[src/rtl/stream_mux_pkg.sv]
// Shared definitions for the N:1 stream multiplexer: selection modes and the
// rotate-and-find-first search used by the round-robin arbiter.
package stream_mux_pkg;

  localparam logic MODE_FIXED = 1'b0;
  localparam logic MODE_RR    = 1'b1;

  // Widest request vector the search function handles.
  localparam int MAX_CH = 64;

  typedef struct packed {
    logic       found;
    logic [7:0] idx;
  } rr_find_t;

  // First set bit of req[0 +: n], scanning from ptr+1 upward with wrap.
  function automatic rr_find_t rr_find_first(input logic [MAX_CH-1:0] req,
                                             input int n, input int ptr);
    rr_find_t res;
    int       cand;
    res.found = 1'b0;
    res.idx   = '0;
    for (int k = 1; k <= MAX_CH; k++) begin
      if (k <= n && !res.found) begin
        cand = (ptr + k) % n;
        if (req[cand]) begin
          res.found = 1'b1;
          res.idx   = 8'(cand);
        end
      end
    end
    return res;
  endfunction

endpackage

[src/rtl/stream_mux_nx1_rr_arbiter.sv]
// Combinational round-robin arbiter: grants the first requester after ptr.
module rr_arbiter
  import stream_mux_pkg::*;
#(
  parameter  int N_CH  = 4,
  localparam int SEL_W = $clog2(N_CH)
) (
  input  logic [N_CH-1:0]  req,
  input  logic [SEL_W-1:0] ptr,
  output logic             gnt_valid,
  output logic [SEL_W-1:0] gnt_idx
);

  logic [MAX_CH-1:0] req_ext;
  rr_find_t          res;

  always_comb begin
    req_ext   = MAX_CH'(req);
    res       = rr_find_first(req_ext, N_CH, int'(ptr));
    gnt_valid = res.found;
    gnt_idx   = SEL_W'(res.idx);
  end

endmodule

[src/rtl/stream_mux_nx1.sv]
// N-channel registered stream multiplexer with fixed or round-robin selection,
// valid/ready on every channel, 1-cycle latency and full throughput.
module stream_mux_nx1
  import stream_mux_pkg::*;
#(
  parameter  int N_CH   = 4,
  parameter  int DATA_W = 8,
  localparam int SEL_W  = $clog2(N_CH)
) (
  input  logic                   clk,
  input  logic                   rst_n,
  input  logic [N_CH-1:0]        in_valid,
  input  logic [N_CH*DATA_W-1:0] in_data,
  output logic [N_CH-1:0]        in_ready,
  input  logic                   sel_mode,
  input  logic [SEL_W-1:0]       sel,
  output logic                   out_valid,
  output logic [DATA_W-1:0]      out_data,
  output logic [SEL_W-1:0]       out_ch,
  input  logic                   out_ready
);

  localparam int PAD_CH = 1 << SEL_W;

  logic              vld_p0;
  logic [DATA_W-1:0] data_p0;
  logic [SEL_W-1:0]  ch_p0;
  logic [SEL_W-1:0]  rr_ptr;

  logic              load_en;
  logic              rr_gnt_valid;
  logic [SEL_W-1:0]  rr_gnt_idx;
  logic              fix_gnt_valid;
  logic              gnt_valid;
  logic [SEL_W-1:0]  gnt_idx;
  logic              take;
  logic [DATA_W-1:0] gnt_data;
  logic [PAD_CH-1:0] valid_pad;

  rr_arbiter #(.N_CH(N_CH)) u_rr_arbiter (
    .req       (in_valid),
    .ptr       (rr_ptr),
    .gnt_valid (rr_gnt_valid),
    .gnt_idx   (rr_gnt_idx)
  );

  assign load_en = !vld_p0 || out_ready;

  // Padding in_valid to a power of two lets an out-of-range sel read a zero.
  always_comb begin
    valid_pad           = '0;
    valid_pad[N_CH-1:0] = in_valid;
    fix_gnt_valid       = ({1'b0, sel} < (SEL_W+1)'(N_CH)) && valid_pad[sel];
    if (sel_mode == MODE_RR) begin
      gnt_valid = rr_gnt_valid;
      gnt_idx   = rr_gnt_idx;
    end else begin
      gnt_valid = fix_gnt_valid;
      gnt_idx   = sel;
    end
    take = rst_n && load_en && gnt_valid;
  end

  always_comb begin
    in_ready = '0;
    gnt_data = '0;
    for (int i = 0; i < N_CH; i++) begin
      if (gnt_idx == SEL_W'(i)) begin
        in_ready[i] = take;
        gnt_data    = in_data[i*DATA_W +: DATA_W];
      end
    end
  end

  // Output register stage p0 and round-robin pointer
  always_ff @(posedge clk or negedge rst_n) begin
    if (!rst_n) begin
      vld_p0  <= 1'b0;
      data_p0 <= '0;
      ch_p0   <= '0;
      rr_ptr  <= SEL_W'(N_CH - 1);
    end else if (take) begin
      vld_p0  <= 1'b1;
      data_p0 <= gnt_data;
      ch_p0   <= gnt_idx;
      if (sel_mode == MODE_RR) rr_ptr <= gnt_idx;
    end else if (vld_p0 && out_ready) begin
      vld_p0  <= 1'b0;
    end
  end

  assign out_valid = vld_p0;
  assign out_data  = data_p0;
  assign out_ch    = ch_p0;

endmodule

[config.mk]
export PLATFORM = sky130hd
export DESIGN_NAME = stream_mux_nx1
export DESIGN_NICKNAME = d
export VERILOG_FILES = /design/src/rtl/stream_mux_pkg.sv /design/src/rtl/stream_mux_nx1_rr_arbiter.sv /design/src/rtl/stream_mux_nx1.sv
export SDC_FILE = /design/constraint.sdc
export NUM_CORES = 1
export LEC_CHECK = 0
export CAP_MARGIN = 30
export CORE_MARGIN = 3
export CORE_UTILIZATION = 41
export DETAILED_ROUTE_END_ITERATION = 8
export PLACE_DENSITY = 0.85
export SYNTH_ARGS = -nofsm -noshare
export SYNTH_HDL_FRONTEND = slang
export SYNTH_SLANG_ARGS = --single-unit
export TNS_END_PERCENT = 30
[constraint.sdc]
create_clock -name clk -period 5.63 [get_ports clk]
set_input_delay 1.126 -clock clk [delete_from_list [all_inputs] [get_ports clk]]
set_output_delay 1.126 -clock clk [all_outputs]
set_load 0.01 [all_outputs]
# Yosys cells after proc, flatten, opt, wreduce, memory -nomap -nowiden
# Index checks and enable logic that the tools add are counted.
# op_classes
bitwise_logic	4
add_sub_neg	4
eq_ne	3
n_lt_le_gt_ge	5
reduce_logical	12
muxes	33
# ops
operator	count
$mux 9	7
$lt 3x8->1 const B	4
$mux 8	4
$mux 1	16
$bmux 1 s3	4
$reduce_or 2->1	4
$add 2x1->2 const B	2
$add 2x2->2 const B	2
$and 1x1->1 const A	4
$eq 2x2->1 const B	2
$logic_and 1x1->1	3
$lt 2x3->1 const B	1
$bmux 1 s2	1
$eq 2x1->1 const B	1
$logic_not 2->1	1
$mux 2	1
$reduce_and 2->1	1
$reduce_bool 2->1	1
$logic_not 1->1	1
$logic_or 1x1->1	1
# word_totals
word_cells	65
register_bits	13
output_inout_bits	15
inputBits	42

# Longest topological paths before layout
# depth
word_depth	19
mapped_depth	7
mapped_depth_nobuf	6

# By module
# From an unflattened synthesis, not the netlist that was laid out.
# unflattened
cells_unflattened	87
area_unflattened_um2	1001.0
# by_module_without_submodules
module	area_per_inst_um2	instances	cells_per_inst
stream_mux_nx1	909.6	1	73
rr_arbiter	91.3	1	14

# Worst setup path after synthesis
# No wires, ideal clock.
# synth_path
kind	input to output
from	in sel[1]
to	out in_ready[3]
slack_ns	2.076
n_path_buf	1
arrival_ns	2.428
cell_stages	6
path_cell_list	mux4_2 > nor2_1 > a211oi_2 > buf_4 > inv_2 > nor3_1
# synth_via
elab_chain_len	5
elab_cells_between_ends	7
# synth_rtl
element	line_no	source
start: declaration	stream_mux_nx1.sv:16	input logic [SEL_W-1:0] sel,
$bmux 1 s2	stream_mux_nx1.sv:53	fix_gnt_valid = ({1'b0, sel} < (SEL_W+1)'(N_CH)) && valid_pad[sel];
$mux 1 (implied by the code)	stream_mux_nx1.sv:53	
$mux 1	stream_mux_nx1.sv:54	if (sel_mode == MODE_RR) begin
$logic_and 1x1->1	stream_mux_nx1.sv:61	take = rst_n && load_en && gnt_valid;
$mux 1 *	stream_mux_nx1.sv:68	if (gnt_idx == SEL_W'(i)) begin
end: declaration	stream_mux_nx1.sv:14	output logic [N_CH-1:0] in_ready,
# Every way passes the cells marked *; elsewhere a longest branch is shown, timed or not. The select of a mux whose other input is x is not followed.

# Worst setup path after layout
# layout_path
from	in in_valid[3]
to	out in_ready[3]
# layout_via
elab_chain_len	13
elab_cells_between_ends	26
# layout_rtl
element	line_no	source
start: declaration	stream_mux_nx1.sv:12	input logic [N_CH-1:0] in_valid,
$bmux 1 s3	stream_mux_pkg.sv:26	if (req[cand]) begin
$mux 1 (implied by the code) (2 in series)	stream_mux_pkg.sv:26	
$mux 9 (2 in series)	stream_mux_pkg.sv:26	
$mux 9	stream_mux_pkg.sv:24	if (k <= n && !res.found) begin
$mux 9	stream_mux_pkg.sv:26	
$mux 9	stream_mux_pkg.sv:24	
$mux 9	stream_mux_pkg.sv:26	
$mux 9	stream_mux_pkg.sv:24	
$mux 2	stream_mux_nx1.sv:54	
$eq 2x2->1	stream_mux_nx1.sv:68	
$mux 1 *	stream_mux_nx1.sv:68	
# Marked as above.

==> impl_results.html <==
<table>
<tr><th>Metric</th><th>Value</th></tr>
<tr><th colspan="2">Outcome</th></tr>
<tr><td>Outcome</td><td>complete, no violations</td></tr>
<tr><th colspan="2">Setup path</th></tr>
<tr><td>Data arrival time of the worst path</td><td>3.62 ns</td></tr>
<tr><td>Reg2reg setup slack</td><td>3.23 ns</td></tr>
<tr><td>Capturing point of the worst reg2reg path</td><td>out_data[5]</td></tr>
<tr><td>FF-to-FF path depth</td><td>7</td></tr>
<tr><td>Largest fanout on the critical path</td><td>10</td></tr>
<tr><td>Required time of the worst setup path</td><td>4.50 ns</td></tr>
<tr><td>Crit end category</td><td>output port</td></tr>
<tr><td>Launching element type of the critical path</td><td>primary input</td></tr>
<tr><td>Critical Setup Path Class</td><td>primary input to output port</td></tr>
<tr><td>Launching point of the worst reg2reg path</td><td>rr_ptr[1]</td></tr>
<tr><th colspan="2">STA</th></tr>
<tr><td>Post-route setup TNS</td><td>0 ns</td></tr>
<tr><td>Setup skew after layout</td><td>0.00514 ns</td></tr>
<tr><td>Max-slew violation count</td><td>0</td></tr>
<tr><td>Normalized max-slew margin</td><td>0.473</td></tr>
<tr><td>Tightest Pin Transition</td><td>0.789 ns</td></tr>
<tr><td>Finish-stage setup viols</td><td>0</td></tr>
<tr><td>Total count of hold-check failures in the final report</td><td>0</td></tr>
<tr><td>Fmax achieved</td><td>0.211 GHz</td></tr>
<tr><td>Min Tclk post-route</td><td>4.74 ns</td></tr>
<tr><td>Share of the clock period used by the worst path after layout</td><td>0.842</td></tr>
<tr><td>RSZ-0062 raised after global routing</td><td>no</td></tr>
<tr><th colspan="2">Route</th></tr>
<tr><td>Total via count in the routed design</td><td>910</td></tr>
<tr><td>Number of DRC markers in iteration 0</td><td>19</td></tr>
<tr><td>Count of antenna-violating nets left after detailed routing</td><td>0</td></tr>
<tr><td>Drt wl/cell</td><td>14.0 um</td></tr>
<tr><td>Remaining routing DRC violations</td><td>0</td></tr>
<tr><td>Routed via count divided by cell count</td><td>5.14</td></tr>
<tr><td>Final wirelength</td><td>2.49 mm</td></tr>
<tr><td>Detailed Routing Iterations Pass 1</td><td>4</td></tr>
<tr><th colspan="2">Layout</th></tr>
<tr><td># nets final</td><td>192</td></tr>
<tr><td>Number of standard cells in the layout, taps in and fillers out</td><td>177</td></tr>
<tr><td>Layout overhead on the synthesized area</td><td>61.0%</td></tr>
<tr><td>Number of filler instances in the final layout</td><td>184</td></tr>
<tr><td>Top library cells by usage in the layout, fill and taps aside</td><td>sky130_fd_sc_hd__clkdlybuf4s50_1, sky130_fd_sc_hd__mux2i_1, sky130_fd_sc_hd__dfrtp_1</td></tr>
<tr><td>Number of antenna repair diodes</td><td>0</td></tr>
<tr><td>Commonest non-fill, non-tap cell in the layout</td><td>sky130_fd_sc_hd__clkdlybuf4s50_1</td></tr>
<tr><td>Share of post-route cells with drive strength above 1</td><td>0.181</td></tr>
<tr><td>Final core area utilization</td><td>0.713</td></tr>
<tr><th colspan="2">Clocking</th></tr>
<tr><td>Maximum clock path buffer count</td><td>2</td></tr>
<tr><td>CTS Buf Count</td><td>3</td></tr>
<tr><td>Root buf cell</td><td>sky130_fd_sc_hd__clkbuf_4</td></tr>
<tr><td>Maximum level of the CTS H-tree</td><td>1</td></tr>
<tr><td>Clock network latency to the later pin of the worst-skew pair</td><td>0.27 ns</td></tr>
<tr><td>Post-CTS Resized</td><td>0</td></tr>
<tr><td>Clock tree from TritonCTS</td><td>yes</td></tr>
<tr><td>Number of clock sinks seen by CTS</td><td>13</td></tr>
<tr><td>Total setup buffers inserted after CTS</td><td>0</td></tr>
<tr><td>Clk slew on worst S/H paths</td><td>0.07 ns</td></tr>
<tr><td>Hold_buf cts</td><td>0</td></tr>
<tr><th colspan="2">Logic synthesis</th></tr>
<tr><td>Share of the yosys chip area belonging to registers</td><td>0.328</td></tr>
<tr><td>Mapped cell area</td><td>998 sq um</td></tr>
<tr><td>Synth Net Count</td><td>132</td></tr>
<tr><td>Post-Synthesis Cells</td><td>90</td></tr>
<tr><td>Synthesis warning total</td><td>0</td></tr>
<tr><td>Avg Cell Area, Syn</td><td>11.1 sq um</td></tr>
<tr><td>Synthesized flop and latch total</td><td>13</td></tr>
<tr><td>Unique masters post-synth</td><td>32</td></tr>
<tr><th colspan="2">Pwr</th></tr>
<tr><td>Peak supply drop</td><td>0.000176 V</td></tr>
<tr><td>Total leakage power</td><td>0.700 nW</td></tr>
<tr><td>Power density normalized to cell area</td><td>300 nW/um^2</td></tr>
<tr><th colspan="2">Place</th></tr>
<tr><td>Buffers added on ports</td><td>56</td></tr>
<tr><td>DP Cell Count</td><td>173</td></tr>
<tr><td>Routability-driven placement congestion ratio</td><td>0.799</td></tr>
<tr><th colspan="2">Global route</th></tr>
<tr><td>Pin count of the biggest net entering global routing</td><td>15</td></tr>
<tr><td>GRT overflow</td><td>0</td></tr>
<tr><td>Wire length of the first global-routing pass</td><td>4.19 mm</td></tr>
<tr><td>Number of global-route vias before repair</td><td>1,019</td></tr>
<tr><td>Global-route usage over all layers</td><td>0.165</td></tr>
<tr><td>Antenna violations before repair</td><td>0</td></tr>
<tr><th colspan="2">Die</th></tr>
<tr><td>Initial core utilization</td><td>0.443</td></tr>
<tr><td>Die span in y</td><td>55.4 um</td></tr>
<tr><td>Core area</td><td>2250 sq um</td></tr>
<tr><td>Chip Width</td><td>55.4 um</td></tr>
<tr><td>Std-Cell Rows</td><td>17</td></tr>
<tr><td>Io pins</td><td>57</td></tr>
<tr><td>Die Footprint</td><td>3060 sq um</td></tr>
<tr><th colspan="2">Hold path</th></tr>
<tr><td>Hold depth</td><td>1</td></tr>
<tr><td>Type of the worst min-delay path</td><td>flip-flop to flip-flop</td></tr>
<tr><td>End point of the most critical hold path</td><td>out_ch[1]</td></tr>
<tr><td>HP Start</td><td>out_ch[1]</td></tr>
<tr><th colspan="2">Flow run</th></tr>
<tr><td>Number of maximum-capacitance constraint violations</td><td>0</td></tr>
</table>
[critical path, cell delays in order]
cell                              delay [ns]
sky130_fd_sc_hd__clkdlybuf4s50_1        0.59
sky130_fd_sc_hd__mux4_2                 0.28
sky130_fd_sc_hd__nor2_1                 0.05
sky130_fd_sc_hd__a211oi_2               0.69
sky130_fd_sc_hd__inv_2                  0.11
sky130_fd_sc_hd__nor3_1                 0.19
sky130_fd_sc_hd__clkdlybuf4s50_1        0.58
[where the power goes]
part | switching [mW] | internal, mW | total (mW) | leakage, nW
clock network | 0.0280 | 0.0274 | 0.0554 | 0.0150
logic | 0.104 | 0.161 | 0.265 | 0.537
registers | 0.0266 | 0.134 | 0.161 | 0.148
[metal layers]
metal,routed length [um],track usage,vias up,share of wire
met5,0,0,-,0
met2,1260,0.304,42,0.50
met3,261,0.0607,2,0.10
met1,953,0.170,417,0.38
li1,-,-,449,-
met4,15,0.0521,0,0.0060
[cells in the mapped netlist, drive strengths merged]
master  count  area [sq um]
a41oi       1          16.3
a31oi       2          27.5
a211oi      1          12.5
dfstp       2          52.6
mux2        8           109
inv         2          7.50
o21ai       2          10.0
nand2b      4          25.0
o221ai      1          15.0
mux2i      24           240
nor3b       1          12.5
dfrtp      11           275
nor2b       2          12.5
buf         4          35.0
nand2       7          26.3
nor3        3          15.0
nand3       2          10.0
nor2        4          15.0
o22a        1          10.0
and3        2          13.8
a21boi      1          11.3
mux4        1          22.5
o21a        1          7.51
or2         1          6.26
a21oi       2          10.0
[cell type report]
type	count	area [sq um]	area share
Multi-Input combinational cell	71	628	0.391
Timing Repair Buffer	59	583	0.363
Sequential cell	13	328	0.204
Tap cell	28	35.0	0.0218
Clock buffer	4	26.3	0.0163
Inverter	2	7.51	0.00467
[worst max-delay path by stage]
stage | startpoint | endpoint | slack [ns] | cells after the start
floorplan | sel[1] | in_ready[3] | 2.08 | 6
global placement | in_valid[1] | in_ready[3] | 1.0 | 7
detailed placement | in_valid[3] | in_ready[3] | 0.89 | 7
CTS | in_valid[3] | in_ready[3] | 0.87 | 7
global route | in_valid[3] | in_ready[3] | 0.73 | 7
finish | in_valid[3] | in_ready[3] | 0.89 | 7
[cells by family after synthesis]
| group | share of synthesized area |
|---|---|
| AND/OR/NAND/NOR | 0.137 |
| buffers and inverters | 0.0426 |
| AO/OA/AOI/OAI | 0.120 |
| flip-flops | 0.328 |
| multiplexers | 0.372 |
[metrics by stage]
stage	setup WS [ns]	instance area, sq um	hold WS, ns	total power [mW]
2_1_floorplan	2.08	998	0.495	0.313
3_3_place_gp	1.00	1580	0.474	0.424
3_5_place_dp	0.894	1580	0.479	0.430
4_1_cts	0.871	1610	0.497	0.488
5_1_grt	0.726	1610	0.528	0.511
6_report	0.887	1610	0.493	0.482
[flip-flops by register name, summed over array words and instances, names as in the netlist]
name       flops
rr_ptr         2
out_valid      1
out_ch         2
out_data       8
No activity file was read; power rests on OpenSTA's default activity.
